==> config.mk <==
export PLATFORM = sky130hd
export DESIGN_NAME = eth_phy_10g_link_ctrl
export DESIGN_NICKNAME = d
export VERILOG_FILES = /design/src/rtl/eth_phy_10g_link_pkg.sv /design/src/rtl/eth_link_timer.sv /design/src/rtl/eth_phy_10g_link_ctrl.sv
export SDC_FILE = /design/constraint.sdc
export NUM_CORES = 1
export LEC_CHECK = 0
export CORE_ASPECT_RATIO = 0.9
export CORE_MARGIN = 8
export CORE_UTILIZATION = 30
export CTS_BUF_LIST = sky130_fd_sc_hd__clkbuf_16
export DETAILED_ROUTE_END_ITERATION = 12
export PLACE_DENSITY = 0.49
export SKIP_CTS_REPAIR_TIMING = 1
export SLEW_MARGIN = 20
export SYNTH_ARGS = -nofsm -noshare
export SYNTH_HDL_FRONTEND = slang
export SYNTH_SLANG_ARGS = --single-unit
export TNS_END_PERCENT = 20
==> constraint.sdc <==
create_clock -name rx_clk -period 4.6 [get_ports rx_clk]
set_clock_uncertainty 0.05 [all_clocks]
set_input_delay 0.69 -clock rx_clk [delete_from_list [all_inputs] [get_ports rx_clk]]
set_output_delay 0.69 -clock rx_clk [all_outputs]
set_load 0.01 [all_outputs]
==> src/rtl/eth_phy_10g_link_pkg.sv <==
// Shared encodings and constants for the eth_phy_10g link bring-up sequencer.
package eth_phy_10g_link_pkg;

  typedef enum logic [2:0] {
    ST_IDLE      = 3'd0,
    ST_RESET     = 3'd1,
    ST_WAIT_LOCK = 3'd2,
    ST_PRBS      = 3'd3,
    ST_LINK_UP   = 3'd4,
    ST_FAULT     = 3'd5
  } link_state_e;

  localparam int unsigned RETRY_W       = 4;
  localparam int unsigned SETTLE_CYCLES = 2;

  function automatic int unsigned max3(input int unsigned a, input int unsigned b,
                                       input int unsigned c);
    int unsigned m;
    m = (a > b) ? a : b;
    return (m > c) ? m : c;
  endfunction

endpackage

==> src/rtl/eth_link_timer.sv <==
// Loadable down-counter with a terminal-count flag; reloaded on each timed state entry.
module eth_link_timer #(
  parameter int unsigned WIDTH = 16
) (
  input  logic             clk,
  input  logic             rst,
  input  logic             load,
  input  logic [WIDTH-1:0] load_val,
  output logic [WIDTH-1:0] count,
  output logic             tc
);

  logic [WIDTH-1:0] count_q, count_d;

  // NOTE: assign a default first in always_comb so no path leaves count_d unassigned (no latch).
  always_comb begin
    count_d = count_q;
    if (load) begin
      count_d = load_val;
    end else if (count_q != '0) begin
      count_d = count_q - 1'b1;
    end
  end

  // NOTE: flops use non-blocking assignments so every register samples pre-edge values.
  always_ff @(posedge clk) begin
    if (rst) begin
      count_q <= '0;
    end else begin
      count_q <= count_d;
    end
  end

  assign count = count_q;
  assign tc    = (count_q == '0);

endmodule

==> src/rtl/eth_phy_10g_link_ctrl.sv <==
// Link bring-up / PRBS31 self-test sequencer for eth_phy_10g (rx_clk domain).
// Define ETH_PHY_LINK_CTRL_STATS_EN to add link_drop_count and link_uptime outputs.
module eth_phy_10g_link_ctrl
  import eth_phy_10g_link_pkg::*;
#(
  parameter int unsigned RESET_CYCLES    = 16,
  parameter int unsigned LOCK_TIMEOUT    = 20000,
  parameter int unsigned PRBS_CYCLES     = 4096,
  parameter int unsigned ERR_THRESHOLD   = 0,
  parameter int unsigned MAX_RETRIES     = 3,
  parameter int unsigned ERR_TOTAL_WIDTH = 32
) (
  input  logic                       rx_clk,
  input  logic                       rx_rst,
  input  logic                       start,
  input  logic                       abort,
  input  logic                       prbs_test_en,
  input  logic                       rx_block_lock,
  input  logic                       rx_status,
  input  logic                       rx_high_ber,
  input  logic [6:0]                 rx_error_count,
  output logic                       phy_reset_req,
  output logic                       cfg_tx_prbs31_enable,
  output logic                       cfg_rx_prbs31_enable,
  output logic                       link_up,
  output logic                       prbs_done,
  output logic                       prbs_pass,
  output logic [ERR_TOTAL_WIDTH-1:0] prbs_err_total,
  output logic [3:0]                 retry_count,
  output logic                       fault,
  output logic [2:0]                 state
`ifdef ETH_PHY_LINK_CTRL_STATS_EN
  ,
  output logic [15:0]                link_drop_count,
  output logic [31:0]                link_uptime
`endif
);

  localparam int unsigned EW      = ERR_TOTAL_WIDTH;
  localparam int unsigned TIMER_W =
    $clog2(max3(RESET_CYCLES, LOCK_TIMEOUT, PRBS_CYCLES + SETTLE_CYCLES) + 1);

  link_state_e        state_q, state_d;
  logic [RETRY_W-1:0] retry_q, retry_d;
  logic [EW-1:0]      total_q, total_d, total_acc;
  logic [EW:0]        err_sum;
  logic               test_en_q, test_en_d, pass_q, pass_d, done_q, done_d;
  logic               req_q, req_d, link_up_q, link_up_d, fault_q, fault_d, prbs_en_q, prbs_en_d;
  logic               fail, lock_ok;
  logic               tmr_load, tmr_tc;
  logic [TIMER_W-1:0] tmr_load_val, tmr_count;

  eth_link_timer #(.WIDTH(TIMER_W)) u_timer (
    .clk      (rx_clk),
    .rst      (rx_rst),
    .load     (tmr_load),
    .load_val (tmr_load_val),
    .count    (tmr_count),
    .tc       (tmr_tc)
  );

  assign lock_ok   = rx_block_lock && rx_status && !rx_high_ber;
  assign err_sum   = {1'b0, total_q} + (EW + 1)'(rx_error_count);
  assign total_acc = err_sum[EW] ? '1 : err_sum[EW-1:0];

  always_comb begin
    state_d   = state_q;
    retry_d   = retry_q;
    test_en_d = test_en_q;
    total_d   = total_q;
    pass_d    = pass_q;
    done_d    = 1'b0;
    fail      = 1'b0;

    unique case (state_q)
      ST_IDLE, ST_FAULT: begin
        if (start) begin
          state_d   = ST_RESET;
          retry_d   = '0;
          test_en_d = prbs_test_en;
        end
      end
      ST_RESET: if (tmr_tc) state_d = ST_WAIT_LOCK;
      ST_WAIT_LOCK: begin
        if (lock_ok)     state_d = test_en_q ? ST_PRBS : ST_LINK_UP;
        else if (tmr_tc) fail    = 1'b1;
      end
      ST_PRBS: begin
        if (!rx_block_lock) begin
          fail = 1'b1;
        end else begin
          // The two highest counts are the settle cycles; the window follows.
          if (tmr_count < TIMER_W'(PRBS_CYCLES)) total_d = total_acc;
          if (tmr_tc) begin
            done_d = 1'b1;
            pass_d = (total_acc <= EW'(ERR_THRESHOLD));
            if (pass_d) state_d = ST_LINK_UP;
            else        fail    = 1'b1;
          end
        end
      end
      ST_LINK_UP: begin
        if (!rx_block_lock || rx_high_ber) begin
          state_d = ST_RESET;
          retry_d = '0;
        end
      end
      default: state_d = ST_IDLE;
    endcase

    if (fail) begin
      if (retry_q == RETRY_W'(MAX_RETRIES)) begin
        state_d = ST_FAULT;
      end else begin
        state_d = ST_RESET;
        retry_d = (retry_q == '1) ? retry_q : retry_q + 1'b1;
      end
    end

    if (state_d == ST_PRBS && state_q != ST_PRBS) total_d = '0;

    if (abort) begin
      state_d   = ST_IDLE;
      retry_d   = retry_q;
      test_en_d = test_en_q;
      total_d   = total_q;
      pass_d    = pass_q;
      done_d    = 1'b0;
    end

    req_d     = (state_d == ST_RESET);
    link_up_d = (state_d == ST_LINK_UP);
    fault_d   = (state_d == ST_FAULT);
    prbs_en_d = (state_d == ST_PRBS);

    tmr_load = (state_d != state_q);
    unique case (state_d)
      ST_RESET:     tmr_load_val = TIMER_W'(RESET_CYCLES - 1);
      ST_WAIT_LOCK: tmr_load_val = TIMER_W'(LOCK_TIMEOUT - 1);
      ST_PRBS:      tmr_load_val = TIMER_W'(PRBS_CYCLES + SETTLE_CYCLES - 1);
      default:      tmr_load_val = '0;
    endcase
  end

  always_ff @(posedge rx_clk) begin
    if (rx_rst) begin
      state_q   <= ST_IDLE;
      retry_q   <= '0;
      test_en_q <= 1'b0;
      total_q   <= '0;
      pass_q    <= 1'b0;
      done_q    <= 1'b0;
      req_q     <= 1'b0;
      link_up_q <= 1'b0;
      fault_q   <= 1'b0;
      prbs_en_q <= 1'b0;
    end else begin
      state_q   <= state_d;
      retry_q   <= retry_d;
      test_en_q <= test_en_d;
      total_q   <= total_d;
      pass_q    <= pass_d;
      done_q    <= done_d;
      req_q     <= req_d;
      link_up_q <= link_up_d;
      fault_q   <= fault_d;
      prbs_en_q <= prbs_en_d;
    end
  end

  assign phy_reset_req        = req_q;
  assign cfg_tx_prbs31_enable = prbs_en_q;
  assign cfg_rx_prbs31_enable = prbs_en_q;
  assign link_up              = link_up_q;
  assign prbs_done            = done_q;
  assign prbs_pass            = pass_q;
  assign prbs_err_total       = total_q;
  assign retry_count          = retry_q;
  assign fault                = fault_q;
  assign state                = state_q;

`ifdef ETH_PHY_LINK_CTRL_STATS_EN
  logic [15:0] drop_q, drop_d;
  logic [31:0] uptime_q, uptime_d;

  always_comb begin
    drop_d   = drop_q;
    uptime_d = uptime_q;
    if (state_q == ST_LINK_UP && state_d == ST_RESET && drop_q != '1) drop_d = drop_q + 1'b1;
    if (state_d == ST_LINK_UP && state_q != ST_LINK_UP) begin
      uptime_d = '0;
    end else if (state_q == ST_LINK_UP && uptime_q != '1) begin
      uptime_d = uptime_q + 1'b1;
    end
  end

  always_ff @(posedge rx_clk) begin
    if (rx_rst) begin
      drop_q   <= '0;
      uptime_q <= '0;
    end else begin
      drop_q   <= drop_d;
      uptime_q <= uptime_d;
    end
  end

  assign link_drop_count = drop_q;
  assign link_uptime     = uptime_q;
`endif

endmodule

==> results.cfg <==
[yosys]
synthAdderAreaFrac_pct = 3.08
post_synth_xor_xnor_area_pct = 5.49
synth_warnings = 0
netlist.area_leader.share_pct = 28.4
synth_top_family_by_area = simple AND/OR/NAND/NOR gates
yosys.area.top_type = sky130_fd_sc_hd__dfxtp_1
netlist-cell-type-count = 70
syn-mean-instance-area_um2 = 7.57
yosys-top-cells-area = sky130_fd_sc_hd__dfxtp_1 28%, sky130_fd_sc_hd__a21oi_1 6.5%, sky130_fd_sc_hd__nand3_1 4.5%
area_fraction_in_compound_gates_after_synthesis_pct = 26.6
synth-simple-area-share_pct = 29.5
post_synth_mux_area_share_pct = 2.09
mappedNetlistArea_mm2 = 0.00431
synth.ff_latch_count = 61
netlist_instances = 569
async_set_or_reset_flop_fraction_in_the_synthesized_netlist_pct = 0
share_of_synthesized_area_occupied_by_flip_flops_and_latches_pct = 28.4
synth_enable_flop_cells = 0
dominantRegCellSynth = sky130_fd_sc_hd__dfxtp_1
synthesis.nets = 594

[critical_path]
worstSetupStartpoint = rx_error_count[0]
cpMaxStageDelayCell = sky130_fd_sc_hd__fa_1
path_cells = clkdlybuf4s50_1 > ha_1 > fa_1 > a21o_1 > a221oi_2 > a21boi_0 > mux2i_1 > nand4_1 > nor4b_2 > nand4_1 > and2_1 > o2111ai_1 > a211oi_2
worst-r2r-cell-count = 12
regToRegStartpoint = prbs_err_total[0]
criticalPathCategory = in2reg
cp_data_required_time_ns = 4.74
cp-endpoint = u_timer.count[1]
arrival_ns = 4.23
rrSetupSlack_ns = 0.98
timing.critical_path.from_type = input port
setup.worst_path.end_class = flip-flop
critical-path-max-stage-delay_ns = 0.42
critical_path.most_common_cell = sky130_fd_sc_hd__nand4_1
worstReg2RegEnd = u_timer.count[1]
crit_fanout = 4

[final_layout]
fill_cells = 1458
layout_common_cells = 61 x sky130_fd_sc_hd__dfxtp_1, 59 x sky130_fd_sc_hd__clkdlybuf4s50_1, 55 x sky130_fd_sc_hd__a21oi_1
nets = 638
finalCoreUtilization_pct = 38.0
antenna_cells = 0
leading_cell_type_in_the_layout_fill_and_taps_excluded = sky130_fd_sc_hd__dfxtp_1
final_layout_size_suffix_gt1_share_pct = 8.12
syn_to_final_growth_pct = 23.5

[timing]
finalMaxSlewViolations = 0
worst-slew-pin-transition_ns = 0.986
slew_headroom_pct = 34.3
grt_setup_unrepaired = false
setup_total_negative_slack_ns = 0
layout_worst_path_cycle_share_pct = 89.0
final-hold-violation-count = 0
fmax_ghz = 0.244
post-route-min-period_ns = 4.09
setup_violations = 0

[floorplan]
initial_core_util_pct = 30.8
pin_count = 61
dieWidth_um = 142
core.rowCount = 41
design.die.area_mm2 = 0.0185
fp.coreArea_mm2 = 0.0140
floorplan.die.height_um = 130

[global_route]
grt_util_all_layers_pct = 15.7
grt_start_max_net_pins = 46
global_route_wire_length_before_repair_um = 23000
grt_pass1_vias = 4227
grt_overflow = 0
antenna_found_initial = 0

[placed_design]
buffer_ports.inserted = 60
dp_hpwl_um = 10100
gp_congestion = 0.849

[routing]
vias = 4563
ant_nets = 0
wl_per_cell_um = 17.7
vias_per_cell = 5.64
routed_wirelength_um = 14300
dr_drc_count = 0
detail_route.iter0.violations = 436
drt_pass1_iterations = 5

[clock_network]
cts_tree = done
clk_transition_reported_paths_ns = 0.05
tritoncts_num_sinks = 61
cts_root_buf = sky130_fd_sc_hd__clkbuf_16
cts_made_buffers = 9
cts-root-to-sink-buffers = 2
cts.htree.levels = 3
latest_clock_arrival_within_the_worst_skew_pair_ns = 0.33

[run]
max_cap_violations = 0

[min_path]
hold_class = reg2reg
hold_crit_start = u_timer.count[14]

[pwr]
power-per-cell-area_mw_per_mm2 = 340
max-vdd-ir-drop_v = 0.000197
p_leak_nw = 1.73

[status]
outcome = complete, no violations
==> critical path, delay by kind of cell <==
| family | cells | cell delay [ns] |
|---|---|---|
| adder cells (fa/ha/maj) | 2 | 0.65 |
| buffers and inverters | 1 | 0.41 |
| AND/OR/NAND/NOR | 4 | 0.90 |
| multiplexers | 1 | 0.20 |
| AO/OA/AOI/OAI | 5 | 1.38 |
==> through the flow <==
| step | instance area (µm²) | hold slack, ns | worst slack, ns | std cells | total power, mW |
|---|---|---|---|---|---|
| 4_1_cts | 5320 | 0.421 | 0.563 | 809 | 1.83 |
| 3_5_place_dp | 5070 | 0.413 | 0.211 | 795 | 1.23 |
| 6_report | 5320 | 0.420 | 0.507 | 809 | 1.81 |
| 5_1_grt | 5320 | 0.452 | 0.294 | 809 | 1.93 |
| 2_1_floorplan | 4310 | 0.397 | 1.09 | 569 | 1.07 |
| 3_3_place_gp | 5070 | 0.410 | 0.290 | 795 | 1.23 |
==> synthesized netlist by cell type (all sizes together) (2+ instances only) <==
| master | instances |
|---|---|
| a211o | 3 |
| a211oi | 12 |
| a21boi | 3 |
| a21o | 8 |
| a21oi | 57 |
| a221oi | 2 |
| a2bb2oi | 2 |
| a311oi | 2 |
| a31o | 3 |
| a31oi | 9 |
| and2 | 8 |
| and3 | 14 |
| and4 | 3 |
| buf | 12 |
| clkbuf | 27 |
| dfxtp | 61 |
| ha | 9 |
| inv | 11 |
| mux2i | 9 |
| nand2 | 47 |
| nand2b | 7 |
| nand3 | 39 |
| nand3b | 3 |
| nand4 | 15 |
| nor2 | 49 |
| nor2b | 2 |
| nor3 | 30 |
| nor4 | 13 |
| nor4b | 2 |
| o2111a | 2 |
| o2111ai | 2 |
| o211ai | 9 |
| o21a | 2 |
| o21ai | 27 |
| o221a | 4 |
| o22ai | 2 |
| o31a | 2 |
| o31ai | 8 |
| or2 | 4 |
| or3 | 4 |
| xnor2 | 20 |
| xor2 | 7 |
==> sequential cells by signal, indices dropped and copies added, names as in the netlist <==
name	cells
cfg_rx_prbs31_enable	1
state	3
link_up	1
prbs_err_total	32
retry_count	4
fault	1
prbs_pass	1
test_en_q	1
phy_reset_req	1
prbs_done	1
u_timer.count	15
==> final cells by class <==
class                   instances  area [µm²]  area share (%)
clock buffers                   9         225            4.23
clock inverters                 5        21.3           0.400
inverters                      11        41.3           0.776
multi-input cells             458        2880            54.2
flip-flops and latches         61        1220            23.0
well taps                     193         241            4.54
repair buffers                 72         686            12.9
==> where the power goes <==
part | switching [mW] | leakage [nW] | internal, mW
logic | 0.322 | 1.11 | 0.256
registers | 0.0585 | 0.494 | 0.584
clock network | 0.238 | 0.127 | 0.350
==> worst min path at each step <==
stage | cells past startpoint | endpoint
floorplan | 2 | u_timer.count[14]
global placement | 2 | u_timer.count[14]
detailed placement | 2 | u_timer.count[14]
CTS | 2 | u_timer.count[14]
global route | 2 | prbs_err_total[6]
finish | 2 | u_timer.count[14]
==> cells by family after synthesis <==
kind of cell / Yosys count
simple gates: 245
compound gates: 167
flops: 61
buf+inv: 50
xor+xnor: 27
fa+ha+maj: 10
mux: 9
==> metal layers <==
metal | up-vias | track usage [%] | part of all wire, %
met4 | 0 | 4.93 | 1.1
met1 | 2202 | 21.4 | 49
met3 | 13 | 4.30 | 6.6
li1 | 2205 | - | -
met2 | 143 | 23.6 | 43
met5 | - | 0 | 0
Power figures use the tool's default switching activity.
